### src/rtl/multicycle_control_unit_pkg.sv
// Shared types for the multicycle RISC-V controller: opcodes, ALU selects and FSM states.
package riscv_ctrl_pkg;

  typedef enum logic [2:0] {
    OP_LD   = 3'b000,
    OP_SD   = 3'b001,
    OP_ADD  = 3'b010,
    OP_SUB  = 3'b011,
    OP_AND  = 3'b100,
    OP_OR   = 3'b101,
    OP_BEQ  = 3'b110,
    OP_HALT = 3'b111
  } opcode_e;

  localparam logic [1:0] ALU_ADD = 2'b00;
  localparam logic [1:0] ALU_SUB = 2'b01;
  localparam logic [1:0] ALU_AND = 2'b10;
  localparam logic [1:0] ALU_OR  = 2'b11;

  typedef enum logic [2:0] {
    IDLE   = 3'd0,
    FETCH  = 3'd1,
    DECODE = 3'd2,
    EXEC   = 3'd3,
    MEM    = 3'd4,
    WB     = 3'd5,
    HALT   = 3'd6,
    ERR    = 3'd7
  } state_e;

endpackage

### src/rtl/multicycle_control_unit_if.sv
// Controller <-> datapath / data-memory bundle: opcode, flags, ready handshake and control strobes.
interface multicycle_control_unit_if;
  logic [2:0] Opcode;
  logic       z;
  logic       mem_ready;
  logic       beq;
  logic       mem_read;
  logic       mem_write;
  logic       alu_src;
  logic       mem_to_reg;
  logic       reg_write;
  logic [1:0] alu_op;
  logic       pc_en;

  modport master (
    input  Opcode, z, mem_ready,
    output beq, mem_read, mem_write, alu_src, mem_to_reg, reg_write, alu_op, pc_en
  );

  modport slave (
    output Opcode, z, mem_ready,
    input  beq, mem_read, mem_write, alu_src, mem_to_reg, reg_write, alu_op, pc_en
  );
endinterface

### src/rtl/multicycle_control_unit_ctrl_decoder.sv
// Combinational classification of the latched opcode, shared by the EXEC, MEM and WB states.
module ctrl_decoder
  import riscv_ctrl_pkg::*;
(
  input  opcode_e    op,
  output logic       is_mem,
  output logic       is_ld,
  output logic       is_rtype,
  output logic       is_beq,
  output logic [1:0] alu_op
);

  // Opcode class and ALU select lookup
  always_comb begin
    is_mem   = 1'b0;
    is_ld    = 1'b0;
    is_rtype = 1'b0;
    is_beq   = 1'b0;
    alu_op   = ALU_ADD;
    case (op)
      OP_LD:   begin is_mem = 1'b1; is_ld = 1'b1; end
      OP_SD:   is_mem = 1'b1;
      OP_ADD:  begin is_rtype = 1'b1; alu_op = ALU_ADD; end
      OP_SUB:  begin is_rtype = 1'b1; alu_op = ALU_SUB; end
      OP_AND:  begin is_rtype = 1'b1; alu_op = ALU_AND; end
      OP_OR:   begin is_rtype = 1'b1; alu_op = ALU_OR;  end
      OP_BEQ:  begin is_beq = 1'b1; alu_op = ALU_SUB; end
      default: alu_op = ALU_ADD;
    endcase
  end

endmodule

### src/rtl/multicycle_control_unit.sv
// Multicycle FETCH/DECODE/EXEC/MEM/WB sequencer with memory-ready timeout and saturating
// busy-cycle / retired-instruction counters.
module multicycle_control_unit
  import riscv_ctrl_pkg::*;
#(
  parameter int MEM_TIMEOUT = 16,
  parameter int CNT_W       = 32
) (
  input  logic                      clk,
  input  logic                      rst,
  input  logic                      start,
  multicycle_control_unit_if.master dp,
  output logic                      busy,
  output logic                      halted,
  output logic                      err,
  output logic [CNT_W-1:0]          cycle_count,
  output logic [CNT_W-1:0]          instr_count
);

  localparam int                WAIT_W    = $clog2(MEM_TIMEOUT + 1);
  localparam logic [WAIT_W-1:0] WAIT_LAST = WAIT_W'(MEM_TIMEOUT - 1);
  localparam logic [CNT_W-1:0]  CNT_MAX   = {CNT_W{1'b1}};

  state_e              state_q, state_d;
  opcode_e             op_q, op_d;
  logic [WAIT_W-1:0]   wait_q, wait_d;
  logic [CNT_W-1:0]    cyc_q, cyc_d, ins_q, ins_d;

  logic       is_mem_s, is_ld_s, is_rtype_s, is_beq_s;
  logic [1:0] dec_alu_op_s;
  logic       beq_s, mem_read_s, mem_write_s, alu_src_s, mem_to_reg_s, reg_write_s, pc_en_s;
  logic [1:0] alu_op_s;
  logic       busy_s;

  ctrl_decoder u_dec (
    .op       (op_q),
    .is_mem   (is_mem_s),
    .is_ld    (is_ld_s),
    .is_rtype (is_rtype_s),
    .is_beq   (is_beq_s),
    .alu_op   (dec_alu_op_s)
  );

  // State, latched opcode, MEM wait counter and performance counters
  always_ff @(posedge clk or negedge rst) begin
    if (!rst) begin
      state_q <= IDLE;
      op_q    <= OP_LD;
      wait_q  <= '0;
      cyc_q   <= '0;
      ins_q   <= '0;
    end else begin
      state_q <= state_d;
      op_q    <= op_d;
      wait_q  <= wait_d;
      cyc_q   <= cyc_d;
      ins_q   <= ins_d;
    end
  end

  // Next-state and Moore strobes; mem_write/pc_en in MEM also follow mem_ready
  always_comb begin
    state_d      = state_q;
    op_d         = op_q;
    wait_d       = wait_q;
    beq_s        = 1'b0;
    mem_read_s   = 1'b0;
    mem_write_s  = 1'b0;
    alu_src_s    = 1'b0;
    mem_to_reg_s = 1'b0;
    reg_write_s  = 1'b0;
    alu_op_s     = ALU_ADD;
    pc_en_s      = 1'b0;
    case (state_q)
      IDLE: begin
        if (start) state_d = FETCH;
        else       state_d = IDLE;
      end
      FETCH: state_d = DECODE;
      DECODE: begin
        op_d = opcode_e'(dp.Opcode);
        if (op_d == OP_HALT) state_d = HALT;
        else                 state_d = EXEC;
      end
      EXEC: begin
        alu_src_s = is_mem_s;
        alu_op_s  = dec_alu_op_s;
        if (is_beq_s) begin
          beq_s   = 1'b1;
          pc_en_s = 1'b1;
          state_d = FETCH;
        end else if (is_mem_s) begin
          wait_d  = '0;
          state_d = MEM;
        end else if (is_rtype_s) begin
          state_d = WB;
        end else begin
          state_d = ERR;
        end
      end
      MEM: begin
        alu_src_s  = 1'b1;
        alu_op_s   = dec_alu_op_s;
        mem_read_s = is_ld_s;
        if (dp.mem_ready) begin
          if (is_ld_s) begin
            state_d = WB;
          end else begin
            mem_write_s = 1'b1;
            pc_en_s     = 1'b1;
            state_d     = FETCH;
          end
        end else begin
          wait_d = wait_q + WAIT_W'(1);
          if (wait_q == WAIT_LAST) state_d = ERR;
          else                     state_d = MEM;
        end
      end
      WB: begin
        reg_write_s = 1'b1;
        pc_en_s     = 1'b1;
        state_d     = FETCH;
        if (is_ld_s) begin
          mem_to_reg_s = 1'b1;
          mem_read_s   = 1'b1;
          alu_src_s    = 1'b1;
          alu_op_s     = ALU_ADD;
        end else begin
          alu_op_s     = dec_alu_op_s;
        end
      end
      HALT:    state_d = HALT;
      ERR:     state_d = ERR;
      default: state_d = ERR;
    endcase
  end

  // Status flags and saturating counter updates
  always_comb begin
    busy_s = (state_q != IDLE) && (state_q != HALT) && (state_q != ERR);
    if (busy_s && (cyc_q != CNT_MAX)) cyc_d = cyc_q + CNT_W'(1);
    else                              cyc_d = cyc_q;
    if (pc_en_s && (ins_q != CNT_MAX)) ins_d = ins_q + CNT_W'(1);
    else                               ins_d = ins_q;
  end

  assign dp.beq        = beq_s;
  assign dp.mem_read   = mem_read_s;
  assign dp.mem_write  = mem_write_s;
  assign dp.alu_src    = alu_src_s;
  assign dp.mem_to_reg = mem_to_reg_s;
  assign dp.reg_write  = reg_write_s;
  assign dp.alu_op     = alu_op_s;
  assign dp.pc_en      = pc_en_s;
  assign busy          = busy_s;
  assign halted        = (state_q == HALT);
  assign err           = (state_q == ERR);
  assign cycle_count   = cyc_q;
  assign instr_count   = ins_q;

endmodule
### src/flat_wrapper.sv
// flat-port wrapper written by rule: the top's interface ports become plain ports
module multicycle_control_unit_flat import riscv_ctrl_pkg::*;
#(
  parameter int MEM_TIMEOUT = 16,
  parameter int CNT_W       = 32
)
  (clk, rst, start, busy, halted, err, cycle_count, instr_count, dp_Opcode, dp_z, dp_mem_ready, dp_beq, dp_mem_read, dp_mem_write, dp_alu_src, dp_mem_to_reg, dp_reg_write, dp_alu_op, dp_pc_en);
  multicycle_control_unit_if dp_i ();
  input  logic clk;
  input  logic rst;
  input  logic start;
  output logic busy;
  output logic halted;
  output logic err;
  output logic [CNT_W-1:0] cycle_count;
  output logic [CNT_W-1:0] instr_count;
  input wire logic [$bits(dp_i.Opcode)-1:0] dp_Opcode;
  input wire logic [$bits(dp_i.z)-1:0] dp_z;
  input wire logic [$bits(dp_i.mem_ready)-1:0] dp_mem_ready;
  output wire logic [$bits(dp_i.beq)-1:0] dp_beq;
  output wire logic [$bits(dp_i.mem_read)-1:0] dp_mem_read;
  output wire logic [$bits(dp_i.mem_write)-1:0] dp_mem_write;
  output wire logic [$bits(dp_i.alu_src)-1:0] dp_alu_src;
  output wire logic [$bits(dp_i.mem_to_reg)-1:0] dp_mem_to_reg;
  output wire logic [$bits(dp_i.reg_write)-1:0] dp_reg_write;
  output wire logic [$bits(dp_i.alu_op)-1:0] dp_alu_op;
  output wire logic [$bits(dp_i.pc_en)-1:0] dp_pc_en;
  assign dp_i.Opcode = dp_Opcode;
  assign dp_i.z = dp_z;
  assign dp_i.mem_ready = dp_mem_ready;
  assign dp_beq = dp_i.beq;
  assign dp_mem_read = dp_i.mem_read;
  assign dp_mem_write = dp_i.mem_write;
  assign dp_alu_src = dp_i.alu_src;
  assign dp_mem_to_reg = dp_i.mem_to_reg;
  assign dp_reg_write = dp_i.reg_write;
  assign dp_alu_op = dp_i.alu_op;
  assign dp_pc_en = dp_i.pc_en;
  multicycle_control_unit #(.MEM_TIMEOUT(MEM_TIMEOUT), .CNT_W(CNT_W)) u_core (.clk(clk), .rst(rst), .start(start), .dp(dp_i), .busy(busy), .halted(halted), .err(err), .cycle_count(cycle_count), .instr_count(instr_count));
endmodule
### config.mk
export PLATFORM = sky130hd
export DESIGN_NAME = multicycle_control_unit_flat
export DESIGN_NICKNAME = d
export VERILOG_FILES = /design/src/rtl/multicycle_control_unit_pkg.sv /design/src/rtl/multicycle_control_unit_if.sv /design/src/rtl/multicycle_control_unit_ctrl_decoder.sv /design/src/rtl/multicycle_control_unit.sv /design/src/flat_wrapper.sv
export SDC_FILE = /design/constraint.sdc
export NUM_CORES = 1
export LEC_CHECK = 0
export ABC_CLOCK_PERIOD_IN_PS = 2000
export CAP_MARGIN = 0
export CORE_ASPECT_RATIO = 2
export CORE_MARGIN = 2
export CORE_UTILIZATION = 46
export CTS_BUF_LIST = sky130_fd_sc_hd__clkbuf_8 sky130_fd_sc_hd__clkbuf_16
export DETAILED_ROUTE_END_ITERATION = 10
export GPL_ROUTABILITY_DRIVEN = 1
export PLACE_DENSITY = 0.83
export SETUP_SLACK_MARGIN = 0.3
export SLEW_MARGIN = 20
export SYNTH_ARGS = -nofsm -noshare
export SYNTH_HDL_FRONTEND = slang
export SYNTH_SLANG_ARGS = --single-unit
### constraint.sdc
create_clock -name clk -period 2 [get_ports clk]
set_input_delay 0.4 -clock clk [delete_from_list [all_inputs] [get_ports clk]]
set_output_delay 0.4 -clock clk [all_outputs]
set_load 0.01 [all_outputs]
==> key figures, run 1 <==
Outcome
  • Status: finished, violations left
  • Failing checks: negative setup slack

Worst setup path
  • Critical path's top delay family: simple AND/OR/NAND/NOR gates
  • Crit Path Class: reg -> out
  • CP required: 1.60 ns
  • Buf/Inv on CP: 2
  • Largest stage delay, worst path: 0.39 ns
  • R2r worst-path depth: 7
  • Critical Path AT: 1.70 ns
  • CP startpoint kind: flip-flop
  • CP most frequent cell: buf_6
  • CP max stage cell: dfrtp_1
  • Crit end category: output pin
  • Critical path depth: 5
  • Worst path cell trace: nand3b_1, buf_6, nor3_1, or2_4, buf_6
  • Crit-path max FO: 3

Timing
  • Actual slew at the worst max-slew pin: between 0.5 and 0.6 ns
  • Crit share post-route: 105%
  • Final setup viols: 24
  • Hold Vio Cnt, Final: 0
  • Tmin final: 2.10 ns
  • Pins Over Slew Limit: 0
  • Worst slew margin: 63.4%
  • FMAX: 477 MHz
  • Setup ws final: -0.0952 ns
  • Hold_ws: roughly 0.041 ns
  • Clock Skew: 0.00979 ns
  • RSZ-0062 raised after global routing: yes

Power and ir drop
  • Combinational power share: 48.0%
  • Leak Pwr: ~3.4 nW
  • VDD IR max: 0.00120 V
  • Int Power: between 0.004 and 0.005 W
  • Psw: roughly 0.0025 W
  • Overall power: 0.00688 W
  • Clock share of power: 23.6%
  • Sw Share: 36.2%
  • Pwr dens: 1040 nW/µm²
  • Flop pwr share: between 20% and 30%

Yosys
  • Yosys cell types: 45
  • Area contributors post-synth: dfrtp_1 (49%), xnor2_1 (8.4%), xor2_1 (5.9%), nand3_1 (3.9%), nand4_1 (3.7%)
  • Synth Area in Compound Gates: 5.85%
  • Post-synthesis mux area share: ~1.5%
  • Sequential fraction of the synthesis area: 48.8%
  • Synth Area in XOR/XNOR: 14.3%
  • Simple-gate share of the synthesized area: 24.6%
  • Largest family of logic cells by synthesized area: simple AND/OR/NAND/NOR gates
  • Yosys top cell by area: dfrtp_1
  • Synth top area share: between 40% and 50%
  • YS warnings: 0
  • Net Count, Synth: ~400
  • Post-synthesis cell count: 383
  • Cell area after synthesis: 3850 µm²
  • Flops & latches, synth: 75
  • Post-Synth Adder-Cell Area: 1.30%
  • Synth Area per Inst: 10.0 µm²

Global route
  • Total gr overflow: 0
  • Vias in the first global route: 4237
  • Largest net degree at the start of global routing: 30
  • All-Layer GR Usage: between 30 and 40%
  • Initial antenna violation count: 0
  • First-pass GRT wire length: 20500 µm

Clocking
  • Htree depth: 3
  • TritonCTS Sinks: between 70 and 80
  • Clk root buf: clkbuf_16
  • CTS hold repair buffers: 0
  • Clk_lat worst skew: about 0.35 ns
  • Max Buffers Root-to-Sink: 2
  • Clock slew at reported path FFs: 0.06 ns
  • TritonCTS buffer count: 9
  • CTS tree: done

Finish
  • Net total in the final layout: just under 600
  • Share of cells above drive strength 1: 42.6%
  • Final Core Density: 81.0%
  • ANT cells: 0
  • Area delta synth->final: 72.0%

Detailed routing
  • Vias: about 3900
  • DRC Markers: 0
  • WL per Instance: a little over 20 µm
  • 1st-pass router iterations: 5
  • 1st-iter DRT viols: 191
  • Final ANT Viol Nets: 0
  • Number of vias per cell: 5.74
  • WL final: 14100 µm

Floorplan
  • Total core area: 8170 µm²
  • Die height: 133 µm
  • Die X: 68.7 µm
  • Die area: 9160 µm²
  • Initial Util: between 40% and 50%
  • Rows: 47
  • Ports: 84

Placed design
  • Final HPWL DP: 8270 µm
  • Port Buffers: slightly above 80
  • DP Worst Slack: -0.240 ns
  • RePlAce Congestion: 0.838

Run
  • Max_cap viols: 0

Worst hold path
  • Hold Path Class: in -> async
-- cell families (layout without fill, tap and decap cells) --
family	Yosys count	after routing
flip-flops	75	75
buffers and inverters	30	236
AO/OA/AOI/OAI	33	33
multiplexers	5	5
AND/OR/NAND/NOR	173	173
XOR/XNOR	63	63
adder cells (fa/ha/maj)	4	4
-- per-layer routing --
layer,wire [µm],GRT usage (%),up-vias
met5,0,0,-
met4,1050,23.6,0
met3,549,4.31,69
met2,8090,54.9,155
met1,4400,28.8,1966
li1,-,-,1755
-- power groups by stage --
stage	sequential [W]	combinational (W)	clock [W]
2_1_floorplan	0.00201	0.00120	0
3_3_place_gp	0.00192	0.00243	0
3_5_place_dp	0.00194	0.00251	0
4_1_cts	0.00192	0.00306	0.00161
5_1_grt	0.00197	0.00348	0.00168
6_report	0.00195	0.00331	0.00162
-- Yosys cell counts, drive strengths merged --
library cell	count
a211oi	2
o31a	2
inv	13
and4	8
nand4b	2
nand2b	3
nand3b	2
o31ai	2
and3	18
nand2	25
a22o	1
nor2	27
o21ai	6
and2	4
xnor2	37
a21oi	14
buf	9
or4	2
nor4b	2
or2	3
a311oi	1
nor4	3
clkbuf	8
dfrtp	75
and2b	1
or3	3
mux2	5
a31oi	3
nand3	30
xor2	26
o21a	1
and4bb	1
ha	4
nor3	15
nor2b	1
a2111oi	1
nand4	23
-- cell type report --
cell class	instances	area, µm²
clock buffers	10	239
clock inverters	6	55.1
fillers	443	1560
inverters	13	51.3
multi-input cells	278	2410
flip-flops and latches	75	1890
well taps	98	123
repair buffers	207	1850
-- worst paths after layout --
check	to	start	slack, ns
setup / recovery	dp_alu_src	u_core.state_q[2]$_DFF_PN0_	-0.1
hold reg to reg	u_core.instr_count[23]$_DFFE_PN0P_	u_core.instr_count[23]$_DFFE_PN0P_	0.50
max in group asynchronous	u_core.op_q[1]$_DFFE_PN0P_	rst	1.38
hold / removal	u_core.instr_count[0]$_DFFE_PN0P_	rst	0.04
min in group clk	u_core.instr_count[23]$_DFFE_PN0P_	u_core.instr_count[23]$_DFFE_PN0P_	0.50
setup reg to reg	u_core.cycle_count[11]$_DFFE_PN0P_	u_core.cycle_count[21]$_DFFE_PN0P_	-0.07
-- per-stage QoR --
| stage | setup TNS (ns) | instance area, µm² | cells |
|---|---|---|---|
| 2_1_floorplan | -0.000517 | 4050 | 383 |
| 3_3_place_gp | -1.76 | 5490 | 622 |
| 3_5_place_dp | -3.37 | 5490 | 622 |
| 4_1_cts | -0.269 | 6380 | 677 |
| 5_1_grt | -2.71 | 6620 | 687 |
| 6_report | -0.921 | 6620 | 687 |
-- cell usage in the layout, fill, tap and decap left out, types with 3 or more instances in the layout --
cell type        netlist  routed
nand3_2                0       7
dlymetal6s2s_1         0       8
buf_12                 0       4
clkdlybuf4s50_1        0       8
nand2_2                0       3
buf_4                  0      92
clkinv_2               0       5
dfrtp_2                0       9
xnor2_2                0      10
nand4_1               23      23
nor3_4                 0       4
buf_2                  5       7
dlygate4sd2_1          0      53
o21ai_0                5       5
and4_1                 8       5
inv_1                 13      11
nor2_1                27      16
xor2_1                26      24
nor2_4                 0       9
and3_4                 0       4
nand2_1               25      19
a21oi_1               14       7
and4_4                 0       3
clkbuf_16              0       9
nand3_1               30      16
xnor2_1               37      27
nor3_1                15      10
a21oi_2                0       5
buf_6                  3      34
and2_1                 3       3
nand3_4                0       7
mux2_2                 3       3
dfrtp_1               75      66
and3_1                18      14
-- sequential cells by signal, summed over array words and instances (netlist names) --
signal and count:
u_core.state_q 3, u_core.instr_count 32, u_core.cycle_count 32, u_core.wait_q 5, u_core.op_q 3
-- repair_timing --
action	in CTS	in global routing
setup buffers	39	10
setup endpoints to repair	127	85
pin swaps	55	29
resized for setup	191	33
Note: power is estimated with default switching activity, not from simulation.
==> run 2: changes to the inputs <==
--- a/config.mk
+++ b/config.mk
@@ -13,7 +13,7 @@
 export CTS_BUF_LIST = sky130_fd_sc_hd__clkbuf_8 sky130_fd_sc_hd__clkbuf_16
 export DETAILED_ROUTE_END_ITERATION = 10
 export GPL_ROUTABILITY_DRIVEN = 1
-export PLACE_DENSITY = 0.83
+export PLACE_DENSITY = 0.84
 export SETUP_SLACK_MARGIN = 0.3
 export SLEW_MARGIN = 20
 export SYNTH_ARGS = -nofsm -noshare
==> key figures, run 2 (same netlist as run 1, synthesis figures left out) <==
Placed design
  • Placed inst area: between 5000 and 6000 µm²
  • Port Buffers: 82
  • Cells after DPL: 619
  • RePlAce Congestion: slightly below 0.9
  • Final HPWL DP: between 7000 and 8000 µm
  • DP Worst Slack: -0.252 ns

Global route
  • All-Layer GR Usage: 31.9%
  • Total gr overflow: 0
  • Largest net degree at the start of global routing: 76
  • Initial antenna violation count: 0
  • First-pass GRT wire length: 21600 µm
  • Vias in the first global route: 4181

Power and ir drop
  • Flop pwr share: 26.5%
  • Clock share of power: 20.4%
  • Psw: 0.00281 W
  • Combinational power share: between 50 and 60%
  • Int Power: 0.00460 W
  • VDD IR max: 0.00125 V
  • Leak Pwr: 3.51 nW
  • Sw Share: between 30% and 40%
  • Pwr dens: between 1000 and 1500 nW/µm²

Timing
  • Hold_ws: between 0.07 and 0.08 ns
  • Pins Over Slew Limit: 0
  • FMAX: 465 MHz
  • Actual slew at the worst max-slew pin: 0.473 ns
  • RSZ-0062 raised after global routing: yes
  • Tmin final: 2.15 ns
  • Crit share post-route: 107%
  • Setup ws final: -0.150 ns
  • Final setup viols: 31
  • Clock Skew: 0.00714 ns
  • Worst slew margin: just under 70%
  • Hold Vio Cnt, Final: 0

Clocking
  • Clk_lat worst skew: about 0.34 ns
  • TritonCTS buffer count: 9
  • CTS hold repair buffers: 0
  • TritonCTS Sinks: 75
  • Max Buffers Root-to-Sink: 2
  • CTS tree: done
  • Clock slew at reported path FFs: 0.06 ns
  • Htree depth: 3
  • Clk root buf: clkbuf_16

Finish
  • Non-Filler Instances: 696
  • Post-route cell area: 6950 µm²
  • Share of cells above drive strength 1: roughly 46%
  • Register cell area after layout: 1890 µm²
  • Net total in the final layout: 607
  • Fillcell total: 375
  • ANT cells: 0
  • Area delta synth->final: 80.7%
  • Most frequent cells in the layout: buf_4 (96), dfrtp_1 (67), dlygate4sd2_1 (51)
  • Most common cell after layout, fill and taps aside: buf_4
  • Final Core Density: 85.1%
  • Area of the multi-input gates: 2630 µm²

Floorplan
  • Die X: 68.7 µm
  • Ports: 84
  • Rows: 47
  • Die area: 9160 µm²
  • Initial Util: around 47%
  • Die height: 133 µm
  • Total core area: just over 8000 µm²

Worst setup path
  • Crit Path Class: reg -> reg
  • CP required: 2.22 ns
  • Crit-path max FO: 6
  • Crit end category: flip-flop
  • CP startpoint kind: flip-flop
  • Critical Path AT: 2.37 ns

Detailed routing
  • Number of vias per cell: around 6
  • WL final: about 15000 µm
  • Vias: 4099
  • WL per Instance: ~22 µm
  • DRC Markers: 0
  • Final ANT Viol Nets: 0
  • 1st-iter DRT viols: 372
  • 1st-pass router iterations: 5

Run
  • Max_cap viols: 0

Outcome
  • Status: finished, violations left
  • Failing checks: negative setup slack

Worst hold path
  • Hold Path Class: in -> async
[run 2: through the flow]
| step | setup TNS [ns] | power [W] |
|---|---|---|
| 2_1_floorplan | -0.000517 | 0.00321 |
| 3_3_place_gp | -1.65 | 0.00440 |
| 3_5_place_dp | -2.42 | 0.00449 |
| 4_1_cts | -0.0673 | 0.00668 |
| 5_1_grt | -3.57 | 0.00767 |
| 6_report | -2.08 | 0.00741 |
[run 2: routing by layer]
layer,share of wire [%],vias to the layer above,track usage [%]
met4,6.1,0,17.1
li1,-,1774,-
met5,0,-,0
met1,33,2065,34.0
met2,57,186,55.9
met3,4.0,74,6.42
[run 2: power by group through the flow]
stage	Clock (W)	Combinational [W]	Sequential (W)
finish	0.00151	0.00394	0.00197
global route	0.00158	0.00410	0.00199
CTS	0.00150	0.00327	0.00191
detailed placement	0	0.00255	0.00193
global placement	0	0.00248	0.00192
floorplan	0	0.00120	0.00201
[run 2: worst max-delay path, stage by stage (launching register included)]
cell     delay [ns]
dfrtp_1        0.36
nand4_1        0.23
or4_4          0.59
o31ai_4        0.24
buf_4          0.18
buf_12         0.13
buf_12         0.13
nor2_4         0.04
xor2_1         0.15
[run 2: worst paths after layout]
kind | slack (ns) | cells past startpoint | endpoint | start
max reg2reg | -0.15 | 8 | u_core.cycle_count[3]$_DFFE_PN0P_ | u_core.cycle_count[21]$_DFFE_PN0P_
max | -0.15 | 8 | u_core.cycle_count[3]$_DFFE_PN0P_ | u_core.cycle_count[21]$_DFFE_PN0P_
max in group asynchronous | 1.57 | 2 | u_core.op_q[1]$_DFFE_PN0P_ | rst
min in group clk | 0.49 | 1 | u_core.instr_count[12]$_DFFE_PN0P_ | u_core.instr_count[12]$_DFFE_PN0P_
min reg2reg | 0.49 | 1 | u_core.instr_count[12]$_DFFE_PN0P_ | u_core.instr_count[12]$_DFFE_PN0P_
min | 0.07 | 2 | u_core.cycle_count[17]$_DFFE_PN0P_ | rst
[run 2: what timing repair did]
item | CTS | global route
buffers inserted | 43 | 18
pin swaps | 61 | 54
endpoints found under the setup margin | 127 | 92
cloned | 2 | 0
endpoints found under the hold margin | 0 | 0
gates resized for setup | 206 | 72
[run 2: cell type report]
cell class,count,share of cell area [%]
Multi-Input combinational cell,279,37.9
Timing Repair Buffer,217,28.5
Inverter,13,0.882
Sequential cell,75,27.1
Clock buffer,11,3.64
Tap cell,98,1.76
Clock inverter,3,0.216
